### config.mk
export PLATFORM = sky130hd
export DESIGN_NAME = hyperbus_ck_seq_flat
export DESIGN_NICKNAME = d
export VERILOG_FILES = /design/src/rtl/hyperbus_ck_seq_if.sv /design/src/rtl/hyperbus_ck_seq.sv /design/src/flat_wrapper.sv
export SDC_FILE = /design/constraint.sdc
export NUM_CORES = 1
export LEC_CHECK = 0
export ABC_AREA = 1
export ABC_CLOCK_PERIOD_IN_PS = 2000
export CORE_MARGIN = 2
export CORE_UTILIZATION = 57
export DETAILED_ROUTE_END_ITERATION = 8
export DONT_BUFFER_PORTS = 1
export HOLD_SLACK_MARGIN = 0.06
export PLACE_DENSITY_LB_ADDON = 0.15
export SLEW_MARGIN = 20
export SYNTH_ARGS = -nofsm -noshare
export SYNTH_HDL_FRONTEND = slang
export SYNTH_SLANG_ARGS = --single-unit
### constraint.sdc
create_clock -name clk_i -period 2 [get_ports clk_i]
set_clock_uncertainty 0.1 [all_clocks]
set_input_delay 0.4 -clock clk_i [delete_from_list [all_inputs] [get_ports clk_i]]
set_output_delay 0.4 -clock clk_i [all_outputs]
set_load 0.01 [all_outputs]
### src/rtl/hyperbus_ck_seq_if.sv
// hyperbus_ck_seq_if
//   Request/response and pad-control signals between the HyperBus transaction
//   FSM (master side) and the CK/CS# sequencer (slave side).
//
//   Handshake: a request transfers on a rising clock edge where
//   start_valid_i && start_ready_o. Once valid is raised, the master holds
//   start_valid_i and num_ck_i stable until that edge. start_ready_o does not
//   depend on start_valid_i.
//
//   Signals:
//     start_valid_i  master->slave  transaction request
//     start_ready_o  slave->master  sequencer idle, request accepted when valid&ready
//     num_ck_i       master->slave  CK cycles to emit, sampled at handshake
//     abort_i        master->slave  terminate burst early
//     cs_no          slave->pad     chip select, active-low
//     ck_en_o        slave->phy     enable for CK gating cell
//     busy_o         slave->master  transaction in progress
//     done_o         slave->master  one-cycle pulse, transaction finished
//     aborted_o      slave->master  qualifies done_o: ended by abort_i
interface hyperbus_ck_seq_if #(
  parameter int CNT_W = 16
);
  logic             start_valid_i;
  logic             start_ready_o;
  logic [CNT_W-1:0] num_ck_i;
  logic             abort_i;
  logic             cs_no;
  logic             ck_en_o;
  logic             busy_o;
  logic             done_o;
  logic             aborted_o;

  modport master (
    output start_valid_i, num_ck_i, abort_i,
    input  start_ready_o, cs_no, ck_en_o, busy_o, done_o, aborted_o
  );

  modport slave (
    input  start_valid_i, num_ck_i, abort_i,
    output start_ready_o, cs_no, ck_en_o, busy_o, done_o, aborted_o
  );
endinterface

### src/rtl/hyperbus_ck_seq.sv
// hyperbus_ck_seq
//   Sequences CS# and the CK gating enable for one HyperBus transaction:
//   CS# setup before the first CK, an exact CK burst, CK-to-CS# hold and a
//   minimum CS# high (recovery) time before the next request is accepted.
//
//   Ports:
//     clk_i        clock, same clock as the CK gating stage
//     rst_i        synchronous reset, active-high
//     bus          slave modport of hyperbus_ck_seq_if (handshake + pad controls)
//     dbg_state_o  current FSM state (IDLE=0 SETUP=1 ACTIVE=2 HOLD=3 RECOVER=4)
//
//   All outputs are decoded from flops, so there is no input-to-output
//   combinational path and ck_en_o only moves on the rising edge of clk_i,
//   which keeps the downstream low-transparent gating latch glitch-free.
module hyperbus_ck_seq #(
  parameter int CSS_CYCLES  = 2,
  parameter int CSH_CYCLES  = 2,
  parameter int CSHI_CYCLES = 3,
  parameter int CNT_W       = 16
) (
  input  logic              clk_i,
  input  logic              rst_i,
  hyperbus_ck_seq_if.slave  bus,
  output logic [2:0]        dbg_state_o
);

  localparam longint CNT_LIM = longint'(1) << CNT_W;

  if (CSS_CYCLES < 1 || longint'(CSS_CYCLES) > CNT_LIM ||
      CSH_CYCLES < 1 || longint'(CSH_CYCLES) > CNT_LIM ||
      CSHI_CYCLES < 1 || longint'(CSHI_CYCLES) > CNT_LIM) begin : g_param_err
    $error("hyperbus_ck_seq: *_CYCLES must be in 1..2**CNT_W");
  end

  // Counter load values: a state lasts (load + 1) cycles.
  localparam logic [CNT_W-1:0] CSS_LD  = CNT_W'(CSS_CYCLES - 1);
  localparam logic [CNT_W-1:0] CSH_LD  = CNT_W'(CSH_CYCLES - 1);
  localparam logic [CNT_W-1:0] CSHI_LD = CNT_W'(CSHI_CYCLES - 1);

  typedef enum logic [2:0] {
    S_IDLE    = 3'd0,
    S_SETUP   = 3'd1,
    S_ACTIVE  = 3'd2,
    S_HOLD    = 3'd3,
    S_RECOVER = 3'd4
  } state_e;

  state_e           state_q, state_d;
  logic [CNT_W-1:0] cnt_q, cnt_d;
  logic [CNT_W-1:0] num_ck_q, num_ck_d;
  logic             abort_q, abort_d;
  logic             done_q, done_d;

  always_ff @(posedge clk_i) begin
    if (rst_i) begin
      state_q  <= S_IDLE;
      cnt_q    <= '0;
      num_ck_q <= '0;
      abort_q  <= 1'b0;
      done_q   <= 1'b0;
    end else begin
      state_q  <= state_d;
      cnt_q    <= cnt_d;
      num_ck_q <= num_ck_d;
      abort_q  <= abort_d;
      done_q   <= done_d;
    end
  end

  always_comb begin
    state_d  = state_q;
    // Saturating down-count; every state transition below overrides this.
    cnt_d    = (cnt_q != '0) ? cnt_q - CNT_W'(1) : cnt_q;
    num_ck_d = num_ck_q;
    abort_d  = abort_q;
    done_d   = 1'b0;

    unique case (state_q)
      S_IDLE: begin
        // abort_i is deliberately ignored here, even alongside a handshake.
        if (bus.start_valid_i) begin
          state_d  = S_SETUP;
          cnt_d    = CSS_LD;
          num_ck_d = bus.num_ck_i;
          abort_d  = 1'b0;
        end
      end
      S_SETUP: begin
        if (bus.abort_i) begin
          state_d = S_HOLD;
          cnt_d   = CSH_LD;
          abort_d = 1'b1;
        end else if (cnt_q == '0) begin
          if (num_ck_q != '0) begin
            state_d = S_ACTIVE;
            cnt_d   = num_ck_q - CNT_W'(1);
          end else begin
            // Zero-length burst: CS# pulse with no CK at all.
            state_d = S_HOLD;
            cnt_d   = CSH_LD;
          end
        end
      end
      S_ACTIVE: begin
        if (bus.abort_i) begin
          state_d = S_HOLD;
          cnt_d   = CSH_LD;
          abort_d = 1'b1;
        end else if (cnt_q == '0) begin
          state_d = S_HOLD;
          cnt_d   = CSH_LD;
        end
      end
      S_HOLD: begin
        if (cnt_q == '0) begin
          state_d = S_RECOVER;
          cnt_d   = CSHI_LD;
          done_d  = 1'b1;   // lands in the first RECOVER cycle
        end
      end
      S_RECOVER: begin
        if (cnt_q == '0) begin
          state_d = S_IDLE;
        end
      end
      default: begin
        state_d = S_IDLE;
        cnt_d   = '0;
      end
    endcase
  end

  assign bus.start_ready_o = (state_q == S_IDLE);
  assign bus.busy_o        = (state_q != S_IDLE);
  assign bus.cs_no         = !((state_q == S_SETUP) || (state_q == S_ACTIVE) ||
                               (state_q == S_HOLD));
  assign bus.ck_en_o       = (state_q == S_ACTIVE);
  assign bus.done_o        = done_q;
  assign bus.aborted_o     = done_q & abort_q;
  assign dbg_state_o       = state_q;

endmodule
### src/flat_wrapper.sv
// flat-port wrapper written by rule: the top's interface ports become plain ports
module hyperbus_ck_seq_flat 
#(
  parameter int CSS_CYCLES  = 2,
  parameter int CSH_CYCLES  = 2,
  parameter int CSHI_CYCLES = 3,
  parameter int CNT_W       = 16
)
  (clk_i, rst_i, dbg_state_o, bus_start_valid_i, bus_num_ck_i, bus_abort_i, bus_start_ready_o, bus_cs_no, bus_ck_en_o, bus_busy_o, bus_done_o, bus_aborted_o);
  hyperbus_ck_seq_if #(.CNT_W(CNT_W)) bus_i ();
  input  logic clk_i;
  input  logic rst_i;
  output logic [2:0] dbg_state_o;
  input wire logic [$bits(bus_i.start_valid_i)-1:0] bus_start_valid_i;
  input wire logic [$bits(bus_i.num_ck_i)-1:0] bus_num_ck_i;
  input wire logic [$bits(bus_i.abort_i)-1:0] bus_abort_i;
  output wire logic [$bits(bus_i.start_ready_o)-1:0] bus_start_ready_o;
  output wire logic [$bits(bus_i.cs_no)-1:0] bus_cs_no;
  output wire logic [$bits(bus_i.ck_en_o)-1:0] bus_ck_en_o;
  output wire logic [$bits(bus_i.busy_o)-1:0] bus_busy_o;
  output wire logic [$bits(bus_i.done_o)-1:0] bus_done_o;
  output wire logic [$bits(bus_i.aborted_o)-1:0] bus_aborted_o;
  assign bus_i.start_valid_i = bus_start_valid_i;
  assign bus_i.num_ck_i = bus_num_ck_i;
  assign bus_i.abort_i = bus_abort_i;
  assign bus_start_ready_o = bus_i.start_ready_o;
  assign bus_cs_no = bus_i.cs_no;
  assign bus_ck_en_o = bus_i.ck_en_o;
  assign bus_busy_o = bus_i.busy_o;
  assign bus_done_o = bus_i.done_o;
  assign bus_aborted_o = bus_i.aborted_o;
  hyperbus_ck_seq #(.CSS_CYCLES(CSS_CYCLES), .CSH_CYCLES(CSH_CYCLES), .CSHI_CYCLES(CSHI_CYCLES), .CNT_W(CNT_W)) u_core (.clk_i(clk_i), .rst_i(rst_i), .bus(bus_i), .dbg_state_o(dbg_state_o));
endmodule
==> flow_summary.html, run 1 <==
<table>
<tr><th>Metric</th><th>Value</th></tr>
<tr><th colspan="2">Timing</th></tr>
<tr><td>Timing-limited maximum frequency</td><td>534.9 MHz</td></tr>
<tr><td>Worst hold slack</td><td>69.80 ps</td></tr>
<tr><td>Final number of max-transition violations</td><td>0</td></tr>
<tr><td>Worst relative slew slack</td><td>0.7031</td></tr>
<tr><td>Final critical-path share of the clock period</td><td>0.9347</td></tr>
<tr><td>Setup repair after global routing missed its margin</td><td>false</td></tr>
<tr><td>Post-layout worst setup margin</td><td>130.6 ps</td></tr>
<tr><td>Count of endpoints failing setup in the final report</td><td>0</td></tr>
<tr><td>Aggregate negative setup slack</td><td>0 ps</td></tr>
<tr><td>Hold violation total from the final report</td><td>0</td></tr>
<tr><td>Slew at the pin with the worst max-slew slack</td><td>444.8 ps</td></tr>
<tr><td>Min Clock Period, post-route</td><td>1869 ps</td></tr>
<tr><th colspan="2">Synthesis</th></tr>
<tr><td>Portion of the post-synthesis area used by sequential elements</td><td>0.2961</td></tr>
<tr><td>Most used flip-flop cell after synthesis</td><td>sky130_fd_sc_hd__dfxtp_1</td></tr>
<tr><td>Count of different cell masters after synthesis</td><td>34</td></tr>
<tr><td>Proportion of netlist area held by the largest area contributor</td><td>0.2961</td></tr>
<tr><td>Number of instances in the synthesized netlist</td><td>368</td></tr>
<tr><td>Number of enable flip-flop cells after synthesis</td><td>0</td></tr>
<tr><td>Post-synthesis sequential element count</td><td>37</td></tr>
<tr><td>Mean instance size in the synthesized netlist</td><td>6.797 um^2</td></tr>
<tr><td>Mapped Area</td><td>between 0.002 and 0.003 mm^2</td></tr>
<tr><td>Post-synth net total</td><td>392</td></tr>
<tr><td>Async set or reset register ratio after synthesis</td><td>0</td></tr>
<tr><td>Post-synth top area cell</td><td>sky130_fd_sc_hd__dfxtp_1</td></tr>
<tr><td>Number of warnings reported in the yosys synthesis log</td><td>0</td></tr>
<tr><td>Leading cell types by total area after synthesis</td><td>sky130_fd_sc_hd__dfxtp_1, sky130_fd_sc_hd__nand2_1, sky130_fd_sc_hd__nor2_1, sky130_fd_sc_hd__inv_1, sky130_fd_sc_hd__nand3_1</td></tr>
<tr><th colspan="2">Worst setup path</th></tr>
<tr><td>Arrival time worst endpoint</td><td>2000 ps</td></tr>
<tr><td>Data required time of the critical path</td><td>about 2100 ps</td></tr>
<tr><td>Category of the critical setup timing path</td><td>reg2reg</td></tr>
<tr><td>Slowest-stage cell, CP</td><td>sky130_fd_sc_hd__dfxtp_1</td></tr>
<tr><td>Nature of the critical path startpoint</td><td>register</td></tr>
<tr><td>Delay of the slowest cell on the worst path</td><td>340 ps</td></tr>
<tr><td>Maximum fanout encountered on the critical timing path</td><td>14</td></tr>
<tr><td>Crit end category</td><td>register</td></tr>
<tr><td>Worst reg2reg setup slack</td><td>130 ps</td></tr>
<tr><td>Series of cell instances along the critical path</td><td>inv_1 &gt; ha_1 &gt; nand2_2 &gt; inv_2 &gt; nand3_4 &gt; nor2_4 &gt; nand3_1 &gt; a21oi_2</td></tr>
<tr><th colspan="2">Status</th></tr>
<tr><td>Status</td><td>finished clean</td></tr>
<tr><th colspan="2">Pwr</th></tr>
<tr><td>Power per Cell Area</td><td>approximately 1600 mW/mm^2</td></tr>
<tr><td>Leakage dissipation</td><td>1.225 nW</td></tr>
<tr><td>VDD IR-drop max</td><td>0.8060 mV</td></tr>
<tr><th colspan="2">Clocking</th></tr>
<tr><td>CTS H-tree depth</td><td>2</td></tr>
<tr><td>Worst-skew pair later-pin latency</td><td>290 ps</td></tr>
<tr><td>Maximum clock path buffer count</td><td>2</td></tr>
<tr><td>Clock transition at path regs</td><td>80 ps</td></tr>
<tr><td>Number of clock sinks</td><td>37</td></tr>
<tr><td>Count of buffers added by post-CTS timing repair for setup</td><td>0</td></tr>
<tr><td>Number of buffers inserted during clock tree synthesis</td><td>5</td></tr>
<tr><td>Clock tree from TritonCTS</td><td>done</td></tr>
<tr><td>CTS Root Buffer Type</td><td>sky130_fd_sc_hd__clkbuf_8</td></tr>
<tr><th colspan="2">Die</th></tr>
<tr><td>Area of the placeable core</td><td>roughly 0.0043 mm^2</td></tr>
<tr><td>Number of top-level design ports</td><td>29</td></tr>
<tr><td>Die X-Extent</td><td>70.24 um</td></tr>
<tr><td>Chip Height</td><td>approximately 70 um</td></tr>
<tr><td>Initial Utilization</td><td>0.5825</td></tr>
<tr><td>Die area</td><td>0.004934 mm^2</td></tr>
<tr><td>Row Count</td><td>24</td></tr>
<tr><th colspan="2">Route</th></tr>
<tr><td>WL per Instance</td><td>13.32 um</td></tr>
<tr><td>Number of search-and-repair iterations in the first detailed-routing pass</td><td>5</td></tr>
<tr><td>DRT Wirelength</td><td>5688 um</td></tr>
<tr><td>DRC violation total after the first TritonRoute iteration</td><td>242</td></tr>
<tr><td>Via-per-instance ratio</td><td>between 5 and 6</td></tr>
<tr><td>Vias after detailed routing</td><td>2354</td></tr>
<tr><td># DRC</td><td>0</td></tr>
<tr><td>Number of routed nets with antenna violations</td><td>0</td></tr>
<tr><th colspan="2">Flow run</th></tr>
<tr><td>Max_cap viols</td><td>0</td></tr>
<tr><th colspan="2">Global routing</th></tr>
<tr><td>Vias in the first global route</td><td>approximately 2100</td></tr>
<tr><td>Maximum number of pins on one net before global-route repair</td><td>33</td></tr>
<tr><td>Gr usage total</td><td>0.2363</td></tr>
<tr><td>Initial antenna violation count</td><td>0</td></tr>
<tr><td>Global-route wire length before repair</td><td>9473 um</td></tr>
<tr><td>Global route overflow</td><td>0</td></tr>
<tr><th colspan="2">Finish</th></tr>
<tr><td>Layout Area Growth over Synthesis</td><td>6.803%</td></tr>
<tr><td>Antenna cell count</td><td>0</td></tr>
<tr><td>Share of post-route cells with drive strength above 1</td><td>0.1547</td></tr>
<tr><td>Total number of nets in the final design</td><td>398</td></tr>
<tr><th colspan="2">Placed design</th></tr>
<tr><td>Setup slack at placement</td><td>152.6 ps</td></tr>
<tr><td>Post-DP HPWL</td><td>4323 um</td></tr>
<tr><td>Last weighted congestion value of the routability-driven placer</td><td>0.8671</td></tr>
<tr><td>Number of port buffers</td><td>0</td></tr>
<tr><th colspan="2">Min path</th></tr>
<tr><td>Worst Hold Class</td><td>in2reg</td></tr>
</table>
## cells in the mapped netlist (4+ instances only)
| cell | n |
|---|---|
| sky130_fd_sc_hd__nor3_1 | 4 |
| sky130_fd_sc_hd__nand3_2 | 8 |
| sky130_fd_sc_hd__o21ai_0 | 7 |
| sky130_fd_sc_hd__nand3_1 | 30 |
| sky130_fd_sc_hd__inv_2 | 4 |
| sky130_fd_sc_hd__a21oi_2 | 8 |
| sky130_fd_sc_hd__nand4_1 | 14 |
| sky130_fd_sc_hd__nand2_1 | 71 |
| sky130_fd_sc_hd__inv_1 | 40 |
| sky130_fd_sc_hd__nor2_1 | 43 |
| sky130_fd_sc_hd__o21ai_1 | 13 |
| sky130_fd_sc_hd__a21oi_1 | 28 |
| sky130_fd_sc_hd__xor2_1 | 13 |
| sky130_fd_sc_hd__ha_1 | 4 |
| sky130_fd_sc_hd__nand2_2 | 6 |
| sky130_fd_sc_hd__nor2_2 | 9 |
| sky130_fd_sc_hd__dfxtp_1 | 37 |
## per-layer routing
metal | vias up | global-route usage | share of wire
met1 | 1044 | 0.3387 | 0.48
met2 | 80 | 0.3669 | 0.46
met3 | 8 | 0.03896 | 0.052
met4 | 0 | 0.06410 | 0.010
li1 | 1222 | - | -
met5 | - | 0 | 0
## power breakdown
part / total, mW / internal (mW) / switching (mW)
sequential: 1.07 / 0.914 / 0.153
clock: 0.506 / 0.248 / 0.258
combinational: 2.58 / 0.894 / 1.69
## critical path: cells and delay by family (launching register included)
family	cells	cell delay (ps)
fa+ha+maj	1	230
simple gates	4	760
compound gates	1	170
flops	1	340
buf+inv	2	210
## worst paths after layout
check / startpoint / to / cells past startpoint
hold / removal: rst_i / u_core.dbg_state_o[1] / 1
hold reg to reg: u_core.abort_q / u_core.abort_q / 2
setup / recovery: u_core.cnt_q[0] / u_core.cnt_q[5] / 8
setup reg to reg: u_core.cnt_q[0] / u_core.cnt_q[5] / 8
## per-stage QoR
| stage | power, mW | area, um^2 | util | std cells |
|---|---|---|---|---|
| after floorplan | 3.172 | 2501 | - | 368 |
| after global placement | 3.588 | 2564 | 0.5970 | 417 |
| after detailed placement | 3.612 | 2564 | 0.5970 | 417 |
| after CTS | 4.125 | 2654 | 0.6180 | 426 |
| after global routing | 4.539 | 2671 | 0.6221 | 427 |
| final | 4.153 | 2671 | 0.6221 | 427 |
## sequential cells by signal, indices dropped and copies added, names as in the netlist
name / flops
u_core.cnt_q: 16
u_core.num_ck_q: 16
u_core.dbg_state_o: 3
u_core.abort_q: 1
u_core.bus.done_o: 1
## placed cells by master, fill, tap and decap left out
| cell | n |
|---|---|
| sky130_fd_sc_hd__a21oi_1 | 28 |
| sky130_fd_sc_hd__a21oi_2 | 8 |
| sky130_fd_sc_hd__a31oi_1 | 1 |
| sky130_fd_sc_hd__and2_1 | 1 |
| sky130_fd_sc_hd__and3_1 | 1 |
| sky130_fd_sc_hd__buf_12 | 1 |
| sky130_fd_sc_hd__buf_4 | 6 |
| sky130_fd_sc_hd__clkbuf_1 | 3 |
| sky130_fd_sc_hd__clkbuf_8 | 5 |
| sky130_fd_sc_hd__dfxtp_1 | 37 |
| sky130_fd_sc_hd__dlygate4sd3_1 | 2 |
| sky130_fd_sc_hd__ha_1 | 4 |
| sky130_fd_sc_hd__inv_1 | 40 |
| sky130_fd_sc_hd__inv_2 | 4 |
| sky130_fd_sc_hd__nand2_1 | 71 |
| sky130_fd_sc_hd__nand2_2 | 6 |
| sky130_fd_sc_hd__nand2_4 | 1 |
| sky130_fd_sc_hd__nand3_1 | 30 |
| sky130_fd_sc_hd__nand3_2 | 7 |
| sky130_fd_sc_hd__nand3_4 | 2 |
| sky130_fd_sc_hd__nand3b_1 | 3 |
| sky130_fd_sc_hd__nand4_1 | 14 |
| sky130_fd_sc_hd__nand4_2 | 3 |
| sky130_fd_sc_hd__nor2_1 | 43 |
| sky130_fd_sc_hd__nor2_2 | 9 |
| sky130_fd_sc_hd__nor2_4 | 3 |
| sky130_fd_sc_hd__nor2_8 | 1 |
| sky130_fd_sc_hd__nor3_1 | 4 |
| sky130_fd_sc_hd__nor3b_1 | 1 |
| sky130_fd_sc_hd__o211ai_1 | 1 |
| sky130_fd_sc_hd__o21ai_0 | 7 |
| sky130_fd_sc_hd__o21ai_1 | 13 |
| sky130_fd_sc_hd__o21ai_2 | 2 |
| sky130_fd_sc_hd__xor2_1 | 13 |
## area by class of cell
class,count,area [um^2]
clock buffers,8,80.08
fillers,420,1623
inverters,44,165.2
multi-input cells,277,1535
flip-flops and latches,37,740.7
well taps,52,65.06
repair buffers,9,85.08
## cells by family (layout without fill, tap and decap cells)
kind of cell	count (synthesis)	count (layout)	share of synthesized area
AND/OR/NAND/NOR	200	200	0.4087
flip-flops	37	37	0.2961
buffers and inverters	54	61	0.09304
adder cells (fa/ha/maj)	4	4	0.02001
AO/OA/AOI/OAI	60	60	0.1366
XOR/XNOR	13	13	0.04552
## repair_timing
item                                    in CTS  in global routing
endpoints found under the setup margin       0                  4
hold endpoints to repair                     2                  1
hold buffers                                 1                  1
resized for setup                            0                  1
Note: power is estimated with default switching activity, not from simulation.
==> inputs of run 2 (changes only) <==
- PLACE_DENSITY: default -> 0.75
- PLACE_DENSITY_LB_ADDON: 0.15 -> default
==> run 2 against run 1 <==
Compared with the run above: power up 2.5%; worst hold slack lost 1.7 ps; die area unchanged; setup slack improved by 35 ps; critical path type unchanged; highest routed layer unchanged.
==> flow_summary.html, run 2 (same netlist as run 1, synthesis figures left out) <==
<table>
<tr><th>Metric</th><th>Value</th></tr>
<tr><th colspan="2">Status</th></tr>
<tr><td>Status</td><td>finished clean</td></tr>
<tr><th colspan="2">Clocking</th></tr>
<tr><td>CTS Root Buffer Type</td><td>sky130_fd_sc_hd__clkbuf_8</td></tr>
<tr><td>Maximum clock path buffer count</td><td>2 (unchanged)</td></tr>
<tr><td>Worst-skew pair later-pin latency</td><td>280 ps (about the same)</td></tr>
<tr><td>Number of clock sinks</td><td>37 (unchanged)</td></tr>
<tr><td>Clock tree from TritonCTS</td><td>done</td></tr>
<tr><td>CTS H-tree depth</td><td>2 (unchanged)</td></tr>
<tr><td>Clock transition at path regs</td><td>70 ps (about the same)</td></tr>
<tr><td>Number of buffers inserted during clock tree synthesis</td><td>5 (unchanged)</td></tr>
<tr><th colspan="2">Route</th></tr>
<tr><td>Via-per-instance ratio</td><td>5.564 (+0.93%)</td></tr>
<tr><td># DRC</td><td>0 (unchanged)</td></tr>
<tr><td>DRT Wirelength</td><td>5776 um (+1.5%)</td></tr>
<tr><td>Number of routed nets with antenna violations</td><td>0 (unchanged)</td></tr>
<tr><td>WL per Instance</td><td>13.46 um (+1.1%)</td></tr>
<tr><td>Vias after detailed routing</td><td>2387 (+1.4%)</td></tr>
<tr><td>Met1 layer wirelength in the final routing</td><td>2809 um (+3.2%)</td></tr>
<tr><td>Number of search-and-repair iterations in the first detailed-routing pass</td><td>5 (unchanged)</td></tr>
<tr><td>Routed wire length on met3</td><td>308 um (+4.8%)</td></tr>
<tr><td>DRC violation total after the first TritonRoute iteration</td><td>264 (+9.1%)</td></tr>
<tr><td>Uppermost layer routed</td><td>met4</td></tr>
<tr><td>Met2 Wirelength</td><td>2571 um (-1.5%)</td></tr>
<tr><th colspan="2">Finish</th></tr>
<tr><td>Commonest non-fill, non-tap cell in the layout</td><td>sky130_fd_sc_hd__nand2_1</td></tr>
<tr><td>Leading cell types in the layout, fill and taps excluded</td><td>sky130_fd_sc_hd__nand2_1, sky130_fd_sc_hd__nor2_1, sky130_fd_sc_hd__inv_1</td></tr>
<tr><td>Total number of nets in the final design</td><td>400 (+0.50%)</td></tr>
<tr><td>Layout Area Growth over Synthesis</td><td>7.804%</td></tr>
<tr><td>Filler cells</td><td>398 (-5.2%)</td></tr>
<tr><td>Share of post-route cells with drive strength above 1</td><td>0.1645 (+0.009790)</td></tr>
<tr><td>Antenna cell count</td><td>0 (unchanged)</td></tr>
<tr><td>Non-filler instance count after layout</td><td>429 (+0.47%)</td></tr>
<tr><th colspan="2">Timing</th></tr>
<tr><td>Aggregate negative setup slack</td><td>0 ps (unchanged)</td></tr>
<tr><td>Final critical-path share of the clock period</td><td>0.9174 (-0.01733)</td></tr>
<tr><td>Final number of max-transition violations</td><td>0 (unchanged)</td></tr>
<tr><td>Worst relative slew slack</td><td>0.7207 (+0.01764)</td></tr>
<tr><td>Count of endpoints failing setup in the final report</td><td>0 (unchanged)</td></tr>
<tr><td>Timing-limited maximum frequency</td><td>545.0 MHz (+1.9%)</td></tr>
<tr><td>Slew at the pin with the worst max-slew slack</td><td>418.4 ps (-26.43 ps)</td></tr>
<tr><td>Hold violation total from the final report</td><td>0 (unchanged)</td></tr>
<tr><td>Setup repair after global routing missed its margin</td><td>false</td></tr>
<tr><td>Min Clock Period, post-route</td><td>1835 ps (-34.66 ps)</td></tr>
<tr><th colspan="2">Global routing</th></tr>
<tr><td>Vias in the first global route</td><td>2071 (-2.6%)</td></tr>
<tr><td>Maximum number of pins on one net before global-route repair</td><td>31 (-6.1%)</td></tr>
<tr><td>Gr usage total</td><td>0.2410 (+0.004666)</td></tr>
<tr><td>Initial antenna violation count</td><td>0 (unchanged)</td></tr>
<tr><td>Global route overflow</td><td>0 (unchanged)</td></tr>
<tr><td>Global-route wire length before repair</td><td>9632 um (+1.7%)</td></tr>
<tr><th colspan="2">Pwr</th></tr>
<tr><td>VDD IR-drop max</td><td>0.8825 mV (+9.5%)</td></tr>
<tr><td>Leakage dissipation</td><td>1.241 nW (+1.4%)</td></tr>
<tr><td>Power per Cell Area</td><td>1578 mW/mm^2 (+1.5%)</td></tr>
<tr><th colspan="2">Worst setup path</th></tr>
<tr><td>Family with the most delay on the worst path</td><td>simple AND/OR/NAND/NOR gates</td></tr>
<tr><td>Category of the critical setup timing path</td><td>reg2reg</td></tr>
<tr><td>Delay of the slowest cell on the worst path</td><td>480 ps (+140 ps)</td></tr>
<tr><td>Buffers and inverters on the worst path</td><td>1 (-1)</td></tr>
<tr><td>Maximum fanout encountered on the critical timing path</td><td>12 (-2)</td></tr>
<tr><td>Slowest-stage cell, CP</td><td>sky130_fd_sc_hd__dfxtp_1</td></tr>
<tr><td>Data required time of the critical path</td><td>2080 ps (-50 ps)</td></tr>
<tr><td>Crit end category</td><td>register</td></tr>
<tr><td>Series of cell instances along the critical path</td><td>inv_2 &gt; nand2_1 &gt; nor2_1 &gt; nor2_1 &gt; nand3_4 &gt; nand2_1 &gt; a21oi_1</td></tr>
<tr><td>Arrival time worst endpoint</td><td>1910 ps (-90 ps)</td></tr>
<tr><td>Nature of the critical path startpoint</td><td>register</td></tr>
<tr><th colspan="2">Placed design</th></tr>
<tr><td>Number of port buffers</td><td>0 (unchanged)</td></tr>
<tr><td>Post-DP HPWL</td><td>4314 um (-0.22%)</td></tr>
<tr><td>Post-placement cell count</td><td>415 (-0.48%)</td></tr>
<tr><td>Last weighted congestion value of the routability-driven placer</td><td>0.8821 (+1.7%)</td></tr>
<tr><th colspan="2">Die</th></tr>
<tr><td>Row Count</td><td>24 (unchanged)</td></tr>
<tr><td>Number of top-level design ports</td><td>29 (unchanged)</td></tr>
<tr><td>Initial Utilization</td><td>0.5825 (unchanged)</td></tr>
<tr><td>Area of the placeable core</td><td>0.004294 mm^2 (unchanged)</td></tr>
<tr><td>Die area</td><td>0.004934 mm^2 (unchanged)</td></tr>
<tr><td>Die X-Extent</td><td>70.24 um (unchanged)</td></tr>
<tr><td>Chip Height</td><td>70.24 um (unchanged)</td></tr>
<tr><th colspan="2">Flow run</th></tr>
<tr><td>Max_cap viols</td><td>0 (unchanged)</td></tr>
<tr><th colspan="2">Min path</th></tr>
<tr><td>Worst Hold Class</td><td>in2reg</td></tr>
</table>
-- run 2: changes by cell type in the layout (fill, tap and decap cells not counted), sizes merged --
cell         before  now
dlygate4sd3       2    3
clkbuf            8    6
clkinv            0    2
buf               7    8
-- run 2: layer usage --
metal	vias to the layer above	GRT usage
met2	81	0.3407
met3	10	0.03463
met4	0	0.09188
met1	1069	0.3663
li1	1227	-
met5	-	0
-- run 2: final cells by class --
type / count / area, um^2 / area share
multi-input cells: 277 / 1540 / 0.5712
repair buffers: 11 / 102.6 / 0.03805
inverters: 44 / 165.2 / 0.06125
clock inverters: 2 / 10.01 / 0.003712
clock buffers: 6 / 72.57 / 0.02691
flip-flops and latches: 37 / 740.7 / 0.2747
well taps: 52 / 65.06 / 0.02413
-- run 2: worst register-to-register path: cells and delay by family, from the launching register on --
kind                   cells  cell delay [ps]
AND/OR/NAND/NOR            5              970
AO/OA/AOI/OAI              1               70
flip-flops                 1              480
buffers and inverters      1              110
-- run 2: worst paths after layout --
path                                            start              end  slack (ps)  cells past startpoint
worst min-delay path                            rst_i  u_core.cnt_q[3]          70                      1
worst max-delay path            u_core.dbg_state_o[2]  u_core.cnt_q[4]         170                      7
worst max register to register  u_core.dbg_state_o[2]  u_core.cnt_q[4]         170                      7
worst min register to register         u_core.abort_q   u_core.abort_q         360                      2
-- run 2: metrics by stage --
| stage | util | instance area, um^2 | hold WS (ps) | setup WS [ps] | power (mW) |
|---|---|---|---|---|---|
| CTS | 0.6122 | 2629 | 60.58 | 111.9 | 4.094 |
| detailed placement | 0.5906 | 2536 | 347.2 | 132.6 | 3.584 |
| global placement | 0.5906 | 2536 | 343.2 | 165.0 | 3.557 |
| global route | 0.6279 | 2696 | 60.36 | 33.98 | 4.648 |
| finish | 0.6279 | 2696 | 68.08 | 165.2 | 4.255 |
| floorplan | - | 2501 | 340.3 | 108.7 | 3.172 |
-- run 2: what timing repair did --
| item | 4_1_cts | 5_1_grt |
|---|---|---|
| hold buffers | 1 | 2 |
| endpoints found under the setup margin | 0 | 12 |
| endpoints found under the hold margin | 2 | 3 |
| buffers inserted | 0 | 3 |
| gates resized for setup | 0 | 2 |
-- run 2: power by group --
part           total, mW  switching (mW)  internal [mW]
Clock              0.502           0.261          0.242
Combinational       2.68            1.74          0.942
Sequential          1.07           0.157          0.913
